$ cat src/rtl/pd_usb_tx_serializer.sv
// USB-style transmit serializer for the packet datapath.
// Fetches 16-bit words from the upstream stage and sends each one high byte
// first, LSB first within each byte. The bit stream is bit-stuffed and NRZI
// encoded, then closed with an EOP (two bit times of SE0, one bit time of J).
// data_sent pulses once when the packet is complete.
//
// state   | meaning
// --------+---------------------------------------------------------------
// IDLE    | line at J, waiting for start
// LOAD    | read_enable high, first word captured at the end of the cycle
// SHIFT   | one data bit on the line, held CLKS_PER_BIT clocks
// STUFF   | stuffed 0 after six consecutive 1s, held CLKS_PER_BIT clocks
// EOP_SE0 | both lines low for 2*CLKS_PER_BIT clocks
// EOP_J   | line at J for CLKS_PER_BIT clocks
// DONE    | data_sent high for one clock, then back to IDLE

module pd_usb_tx_serializer #(
   parameter int CLKS_PER_BIT = 8,
   parameter int NUM_WORDS    = 20
) (
   input  logic        clk,
   input  logic        n_rst,
   input  logic        start,
   input  logic [15:0] tx_data,
   output logic        read_enable,
   output logic        data_sent,
   output logic        busy,
   output logic        dplus,
   output logic        dminus
);

   localparam int CLK_W  = $clog2(2 * CLKS_PER_BIT);
   localparam int WORD_W = $clog2(NUM_WORDS + 1);

   localparam logic [CLK_W-1:0]  BIT_LAST = CLK_W'(CLKS_PER_BIT - 1);
   localparam logic [CLK_W-1:0]  SE0_LAST = CLK_W'(2 * CLKS_PER_BIT - 1);
   localparam logic [CLK_W-1:0]  CNT_ONE  = CLK_W'(1);
   localparam logic [WORD_W-1:0] WORD_ONE = WORD_W'(1);
   localparam logic [WORD_W-1:0] WORD_ALL = WORD_W'(NUM_WORDS);

   typedef enum logic [2:0] {
      IDLE    = 3'd0,
      LOAD    = 3'd1,
      SHIFT   = 3'd2,
      STUFF   = 3'd3,
      EOP_SE0 = 3'd4,
      EOP_J   = 3'd5,
      DONE    = 3'd6
   } state_t;

   state_t             state_q, state_d;
   logic [15:0]        shift_reg_q, shift_reg_d;
   logic [CLK_W-1:0]   clk_cnt_q, clk_cnt_d;
   logic [3:0]         bit_idx_q, bit_idx_d;
   logic [WORD_W-1:0]  word_cnt_q, word_cnt_d;
   logic [2:0]         stuff_cnt_q, stuff_cnt_d;
   logic               dplus_q, dplus_d;
   logic               dminus_q, dminus_d;
   logic               read_enable_q, read_enable_d;
   logic               data_sent_q, data_sent_d;
   logic               busy_q, busy_d;

   logic               stuff_due;
   logic               more_words;
   logic               last_bit;
   logic               advance;
   logic               next_bit;
   logic [CLK_W-1:0]   clk_dec;

   // The shift register holds the word byte-swapped so that shifting right
   // yields tx_data[8..15] followed by tx_data[0..7]; bit 0 is on the line.
   // A stuff is due when the bit now on the line is the sixth 1 in a row.
   assign stuff_due  = shift_reg_q[0] & (stuff_cnt_q == 3'd5);
   assign more_words = (word_cnt_q != WORD_ALL);
   assign last_bit   = (bit_idx_q == 4'd15);
   assign clk_dec    = clk_cnt_q - CNT_ONE;

   // Next-state, counter and registered-output computation.
   always_comb begin
      state_d       = state_q;
      shift_reg_d   = shift_reg_q;
      clk_cnt_d     = clk_cnt_q;
      bit_idx_d     = bit_idx_q;
      word_cnt_d    = word_cnt_q;
      stuff_cnt_d   = stuff_cnt_q;
      dplus_d       = dplus_q;
      dminus_d      = dminus_q;
      read_enable_d = 1'b0;
      data_sent_d   = 1'b0;
      advance       = 1'b0;
      next_bit      = 1'b1;

      case (state_q)
         IDLE: begin
            dplus_d  = 1'b1;
            dminus_d = 1'b0;
            if (start) begin
               state_d       = LOAD;
               read_enable_d = 1'b1;
            end
         end

         LOAD: begin
            state_d     = SHIFT;
            shift_reg_d = {tx_data[7:0], tx_data[15:8]};
            word_cnt_d  = WORD_ONE;
            bit_idx_d   = 4'd0;
            stuff_cnt_d = 3'd0;
            clk_cnt_d   = BIT_LAST;
            if (!tx_data[8]) begin
               dplus_d  = ~dplus_q;
               dminus_d = ~dminus_q;
            end
         end

         SHIFT: begin
            clk_cnt_d = clk_dec;
            // read_enable is registered, so it is raised one clock early to
            // land on the last clock of bit 15 when no stuff follows it.
            if ((clk_cnt_q == CNT_ONE) && last_bit && !stuff_due && more_words) begin
               read_enable_d = 1'b1;
            end
            if (clk_cnt_q == '0) begin
               if (stuff_due) begin
                  state_d     = STUFF;
                  stuff_cnt_d = 3'd0;
                  clk_cnt_d   = BIT_LAST;
                  dplus_d     = ~dplus_q;
                  dminus_d    = ~dminus_q;
               end else begin
                  stuff_cnt_d = shift_reg_q[0] ? (stuff_cnt_q + 3'd1) : 3'd0;
                  advance     = 1'b1;
               end
            end
         end

         STUFF: begin
            clk_cnt_d = clk_dec;
            if ((clk_cnt_q == CNT_ONE) && last_bit && more_words) begin
               read_enable_d = 1'b1;
            end
            if (clk_cnt_q == '0) begin
               advance = 1'b1;
            end
         end

         EOP_SE0: begin
            clk_cnt_d = clk_dec;
            if (clk_cnt_q == '0) begin
               state_d   = EOP_J;
               clk_cnt_d = BIT_LAST;
               dplus_d   = 1'b1;
               dminus_d  = 1'b0;
            end
         end

         EOP_J: begin
            clk_cnt_d = clk_dec;
            if (clk_cnt_q == '0) begin
               state_d     = DONE;
               clk_cnt_d   = '0;
               data_sent_d = 1'b1;
            end
         end

         DONE: begin
            state_d   = IDLE;
            clk_cnt_d = '0;
            dplus_d   = 1'b1;
            dminus_d  = 1'b0;
         end

         default: begin
            state_d  = IDLE;
            dplus_d  = 1'b1;
            dminus_d = 1'b0;
         end
      endcase

      // Move to the next bit of the word, the next word, or the EOP.
      if (advance) begin
         clk_cnt_d = BIT_LAST;
         if (last_bit) begin
            if (more_words) begin
               state_d     = SHIFT;
               shift_reg_d = {tx_data[7:0], tx_data[15:8]};
               word_cnt_d  = word_cnt_q + WORD_ONE;
               bit_idx_d   = 4'd0;
               next_bit    = tx_data[8];
            end else begin
               state_d   = EOP_SE0;
               clk_cnt_d = SE0_LAST;
               dplus_d   = 1'b0;
               dminus_d  = 1'b0;
            end
         end else begin
            state_d     = SHIFT;
            shift_reg_d = {1'b0, shift_reg_q[15:1]};
            bit_idx_d   = bit_idx_q + 4'd1;
            next_bit    = shift_reg_q[1];
         end
         if ((state_d == SHIFT) && !next_bit) begin
            dplus_d  = ~dplus_q;
            dminus_d = ~dminus_q;
         end
      end

      busy_d = (state_d != IDLE);
   end

   // State, counters and all outputs registered together.
   always_ff @(posedge clk or negedge n_rst) begin
      if (!n_rst) begin
         state_q       <= IDLE;
         shift_reg_q   <= '0;
         clk_cnt_q     <= '0;
         bit_idx_q     <= '0;
         word_cnt_q    <= '0;
         stuff_cnt_q   <= '0;
         dplus_q       <= 1'b1;
         dminus_q      <= 1'b0;
         read_enable_q <= 1'b0;
         data_sent_q   <= 1'b0;
         busy_q        <= 1'b0;
      end else begin
         state_q       <= state_d;
         shift_reg_q   <= shift_reg_d;
         clk_cnt_q     <= clk_cnt_d;
         bit_idx_q     <= bit_idx_d;
         word_cnt_q    <= word_cnt_d;
         stuff_cnt_q   <= stuff_cnt_d;
         dplus_q       <= dplus_d;
         dminus_q      <= dminus_d;
         read_enable_q <= read_enable_d;
         data_sent_q   <= data_sent_d;
         busy_q        <= busy_d;
      end
   end

   assign read_enable = read_enable_q;
   assign data_sent   = data_sent_q;
   assign busy        = busy_q;
   assign dplus       = dplus_q;
   assign dminus      = dminus_q;

endmodule

$ cat config.mk
export PLATFORM = sky130hd
export DESIGN_NAME = pd_usb_tx_serializer
export DESIGN_NICKNAME = d
export VERILOG_FILES = /design/src/rtl/pd_usb_tx_serializer.sv
export SDC_FILE = /design/constraint.sdc
export NUM_CORES = 1
export LEC_CHECK = 0
export CAP_MARGIN = 40
export CORE_ASPECT_RATIO = 1.2
export CORE_MARGIN = 2
export CORE_UTILIZATION = 34
export CTS_BUF_LIST = sky130_fd_sc_hd__clkbuf_2
export CTS_CLUSTER_SIZE = 40
export DETAILED_ROUTE_END_ITERATION = 10
export PLACE_DENSITY = 0.55
export SLEW_MARGIN = 20
export SYNTH_ARGS = -nofsm -noshare
export SYNTH_HDL_FRONTEND = slang
export SYNTH_SLANG_ARGS = --single-unit
$ cat constraint.sdc
create_clock -name clk -period 3.3 [get_ports clk]
set_input_delay 0.825 -clock clk [delete_from_list [all_inputs] [get_ports clk]]
set_output_delay 0.825 -clock clk [all_outputs]
set_load 0.05 [all_outputs]
**After elaboration in Yosys (flattened, before gate mapping)**

Cells that the tools add are included.

- Bits in registers: 40
- Bits in latches: 0
- Bits in writable memories: 0
- Memory bits (read-only): 0
- Memories kept: 0

- $add $sub $neg: 4
- $mul: 0
- Div/mod/pow operators: 0
- Order comparisons: 0
- Eq/ne operators: 12
- Shifts and indexed selects: 0
- Mux-type cells: 64
- Bitwise logic cells: 3
- Reduce and logical (&&, ||, !) cells: 14

Operators by type and width:

| cell | count |
|---|---|
| 16-bit two-way mux | 4 |
| 4-bit two-way mux | 11 |
| 3-bit two-way mux | 12 |
| 1-bit two-way mux | 26 |
| 4-bit one-hot mux with 6 select lines | 1 |
| 5-bit two-way mux | 4 |
| 3-bit one-hot mux with 6 select lines | 1 |
| 3-bit == test (second input constant) | 4 |
| 3-bit by 2-bit == test with 1-bit output (second input constant) | 3 |
| 1-bit one-hot mux with 4 select lines | 2 |
| 7-bit nonzero test | 1 |
| 3-bit one-hot mux with 2 select lines | 1 |
| 5-bit by 1-bit adder with 5-bit output (second input constant) | 1 |
| 1-bit logical AND | 5 |
| 5-bit != test (second input constant) | 1 |
| 4-bit by 1-bit adder with 4-bit output (second input constant) | 1 |
| 4-bit by 1-bit == test with 1-bit output (second input constant) | 1 |
| 4-bit == test (second input constant) | 1 |
| 4-bit logical NOT | 1 |
| 4-bit by 1-bit subtractor with 4-bit output (second input constant) | 1 |
| 3-bit by 1-bit adder with 3-bit output (second input constant) | 1 |
| 3-bit by 1-bit == test with 1-bit output (second input constant) | 1 |
| 3-bit logical NOT | 1 |
| 1-bit one-hot mux with 3 select lines | 1 |
| other kinds (9) | 11 |

**Logic depth before layout (Yosys ltp)**

- Depth in word-level cells: 10
- Mapped depth: 9

**Worst setup path after synthesis**

Ideal clock, no wire load.

- Path type: register to register
- Start point: register clk_cnt_q[0]
- End point: register shift_reg_q[10]
- Library setup time: 126 ps
- Arrival: 2194 ps
- Required time: 3174 ps
- Setup slack: 980 ps
- Stages on the path, launching flop included: 10
- Path buffers: 3
- Clock period less this slack: 2320 ps
- Path through: dfrtp_1 -> inv_1 -> ha_1 -> or3b_4 -> or3_1 -> buf_6 -> o21a_1 -> buf_6 -> buf_6 -> a221o_1

- Longest elaborated chain between the ends: 4

RTL lines:

| item | line | source |
|---|---|---|
| start: declaration | 53 | `logic [CLK_W-1:0] clk_cnt_q, clk_cnt_d;` |
| start signal: assignment | 228 | `clk_cnt_q <= clk_cnt_d;` |
| 4-bit logical NOT (*) | 123, 142 |  |
| 1-bit two-way mux (on tied branches) | 142, 123 |  |
| 1-bit one-hot mux with 2 select lines (*) | 93 | `case (state_q)` |
| 16-bit two-way mux (*) | 181 | `if (advance) begin` |
| via shift_reg_d[10] | 52 | `logic [15:0] shift_reg_q, shift_reg_d;` |
| end signal: assignment | 227 | `shift_reg_q <= shift_reg_d;` |
| end: declaration | 52 |  |

The timed path passes the listed nets; every way through them passes the cells marked *.
A chain may end at the register's enable or synchronous reset.

**Final worst setup path**

- Start point: register dplus_q (netlist: dplus)
- End point: output port dplus

RTL lines:

| item | line | source |
|---|---|---|
| start: declaration | 57 | `logic dplus_q, dplus_d;` |
| start signal: assignment | 232 | `dplus_q <= dplus_d;` |
| end: declaration | 28 | `output logic dplus,` |

No word-level cell between the ends.

==> metrics.txt <==
status=complete, no violations; ys async rst share=100%; DIE AREA=7630 sq um; CP Capture Point=dplus; IO buf count=23; crit path DAT=1840 ps; Req. time, crit path=2470 ps; initial DRC count=88; CP top delay family=buffers and inverters; pwr dens=327 nW/um^2; vias post-DR=2000; wire per inst=15.4 um; R2R Setup Slk=670 ps; P&R area growth vs syn=15.0%; Syn Area/Cell=9.59 sq um; fillers=720; Worst Tran Pin Value=629 ps; post-synth net total=273; reg2reg start=clk_cnt_q[0]; Critical Path Source Type=register; crit path launch=dplus; Root Driver=clkbuf_2; vias in the first global route=1952; Setup CP Type=reg -> out; slowest cell delay on critical path=810 ps; cells along the critical path=clkdlybuf4s50_1; Unique masters post-synth=57; HPWL after DPL=3870 um; unrepaired setup endpoints after global routing=false; H-tree levels=2; post-synth top area share=41.4%; flops & latches, synth=40; R2R Path End=shift_reg_q[13]; hold_ws=324 ps; Initial Util=34.8%; CP bufs+invs=1; first-pass GRT wire length=9250 um; FF-to-FF path depth=6; GPL Wtd Cong=0.805; Max Clk Rate=0.375 GHz; Max FO, Critical Path=6; Post-DRT Antenna Nets=0; leading area contributor after synthesis=dfrtp_1; Post-Synthesis Cells=246; vias per cell=5.67; Peak VDD IR=0.140 mV; final setup violating endpoints=0; CORE AREA=6770 sq um; DIE WIDTH=80.1 um; Die Y=95.3 um; Post-CTS Setup Repair Bufs=0; Worst-path clk slew=220 ps; Worst Hold Class=in -> async; slowest CP cell=clkdlybuf4s50_1; Final Slew Violations=0; Detailed Route WL=5440 um; clock sinks=40; share of cells above drive strength 1=9.02%; Fin. Hold Viols=0; initial antenna violation count=0; CTS tree=yes; TritonRoute pass-1 iters=4; Tot GR Track Use=15.4%; GRT overflow=0; LEAKAGE=1.15 nW; Synth area leaders=dfrtp_1, a221o_1, and2_1; Antenna Cells=0; PostCTS Resize Cnt=0; Final #Nets=293; ys flop type=dfrtp_1; skew final=21.0 ps; io pins=24; Period minus WS final=2670 ps; CP Depth=1; worst-skew pair later-pin latency=420 ps; period utilization=80.8%; total CTS buffers=5; DRC Markers=0; CTS Hold Buffers Added=0; cell area after synthesis=2360 sq um; Synth top cells by count=dfrtp_1, and2_1, nor2_1, a221o_1, o21ai_0; sequential element share of the synthesized area=42.5%; Synth warnings=0; Longest Clk Path Bufs=2; count leader, synth=dfrtp_1; setup TNS=0 ps; relative slew slack=58.1%; max_cap viols=0; Core Rows=33; EDFF count, synth=0; largest net degree at the start of global routing=27; crit path capture type=primary output
[registers in the layout (all words and copies together) (netlist names), 3 cells and up]
name,count
stuff_cnt_q,3
bit_idx_q,4
shift_reg_q,16
clk_cnt_q,4
word_cnt_q,5
state_q,3
[worst min path at each step]
stage,to,slack [ps],depth (start not counted)
floorplan,shift_reg_q[15],460,1
global placement,word_cnt_q[4],490,1
detailed placement,shift_reg_q[2],490,1
CTS,data_sent,340,1
global route,clk_cnt_q[1],350,1
finish,data_sent,320,1
[cell type report]
type	count	area [sq um]	area share, %
clock buffers	5	25.0	0.922
clock inverters	2	12.5	0.461
inverters	9	33.8	1.24
multi-input cells	180	1230	45.5
flip-flops and latches	40	1000	36.9
well taps	87	109	4.01
repair buffers	30	298	11.0
[cell usage in the layout, fill, tap and decap left out, drive strengths merged, types with 2 or more instances in the layout]
cell,count
clkbuf,5
clkinv,2
a221oi,2
nand2,11
o21a,2
o211ai,3
clkdlybuf4s50,22
a211o,2
a21boi,3
and4b,2
nand3,11
o21ai,14
dfrtp,39
inv,8
buf,8
and2,17
a22o,2
a31oi,4
nand4,3
nor4,4
nor3,8
nor3b,2
or3b,2
a221o,15
a22oi,2
ha,8
nand2b,5
and3,3
or2,2
nor2,16
o31ai,2
mux2i,3
or3,2
a21oi,8
o22ai,4
[metal layers]
metal / GRT usage (%) / vias up / routed length (um)
met1: 18.6 / 984 / 2400
met4: 5.23 / 0 / 89
met3: 3.22 / 8 / 231
met5: 0 / - / 0
li1: - / 966 / -
met2: 27.2 / 42 / 2730
[metrics by stage]
| step | setup WS, ps | total power, W | instance area, sq um | instances | util (%) |
|---|---|---|---|---|---|
| after global routing | 527 | 0.000923 | 2710 | 353 | 40.1 |
| after global placement | 778 | 0.000676 | 2650 | 345 | 39.1 |
| after detailed placement | 715 | 0.000681 | 2680 | 346 | 39.5 |
| final | 632 | 0.000888 | 2710 | 353 | 40.1 |
| after CTS | 620 | 0.000901 | 2710 | 353 | 40.1 |
| after floorplan | 980 | 0.000614 | 2360 | 246 | - |
[power by group]
| part | internal (W) | switching [W] |
|---|---|---|
| Clock | 0.0000466 | 0.000171 |
| Sequential | 0.000512 | 0.0000191 |
| Combinational | 0.0000675 | 0.0000711 |
| Total | 0.000626 | 0.000261 |
[cells by family (layout without fill, tap and decap cells)]
logic type	Yosys count	in the layout	share of synthesized area, %
AOI/OAI and AO/OA	75	75	24.1
DFF	40	40	42.5
adders and majority gates	8	8	4.24
buffers and inverters	26	46	5.51
muxes	4	4	1.75
xor gates and xnor gates	1	1	0.371
and+or+nand+nor	92	92	21.6
Note: power is estimated with default switching activity, not from simulation.
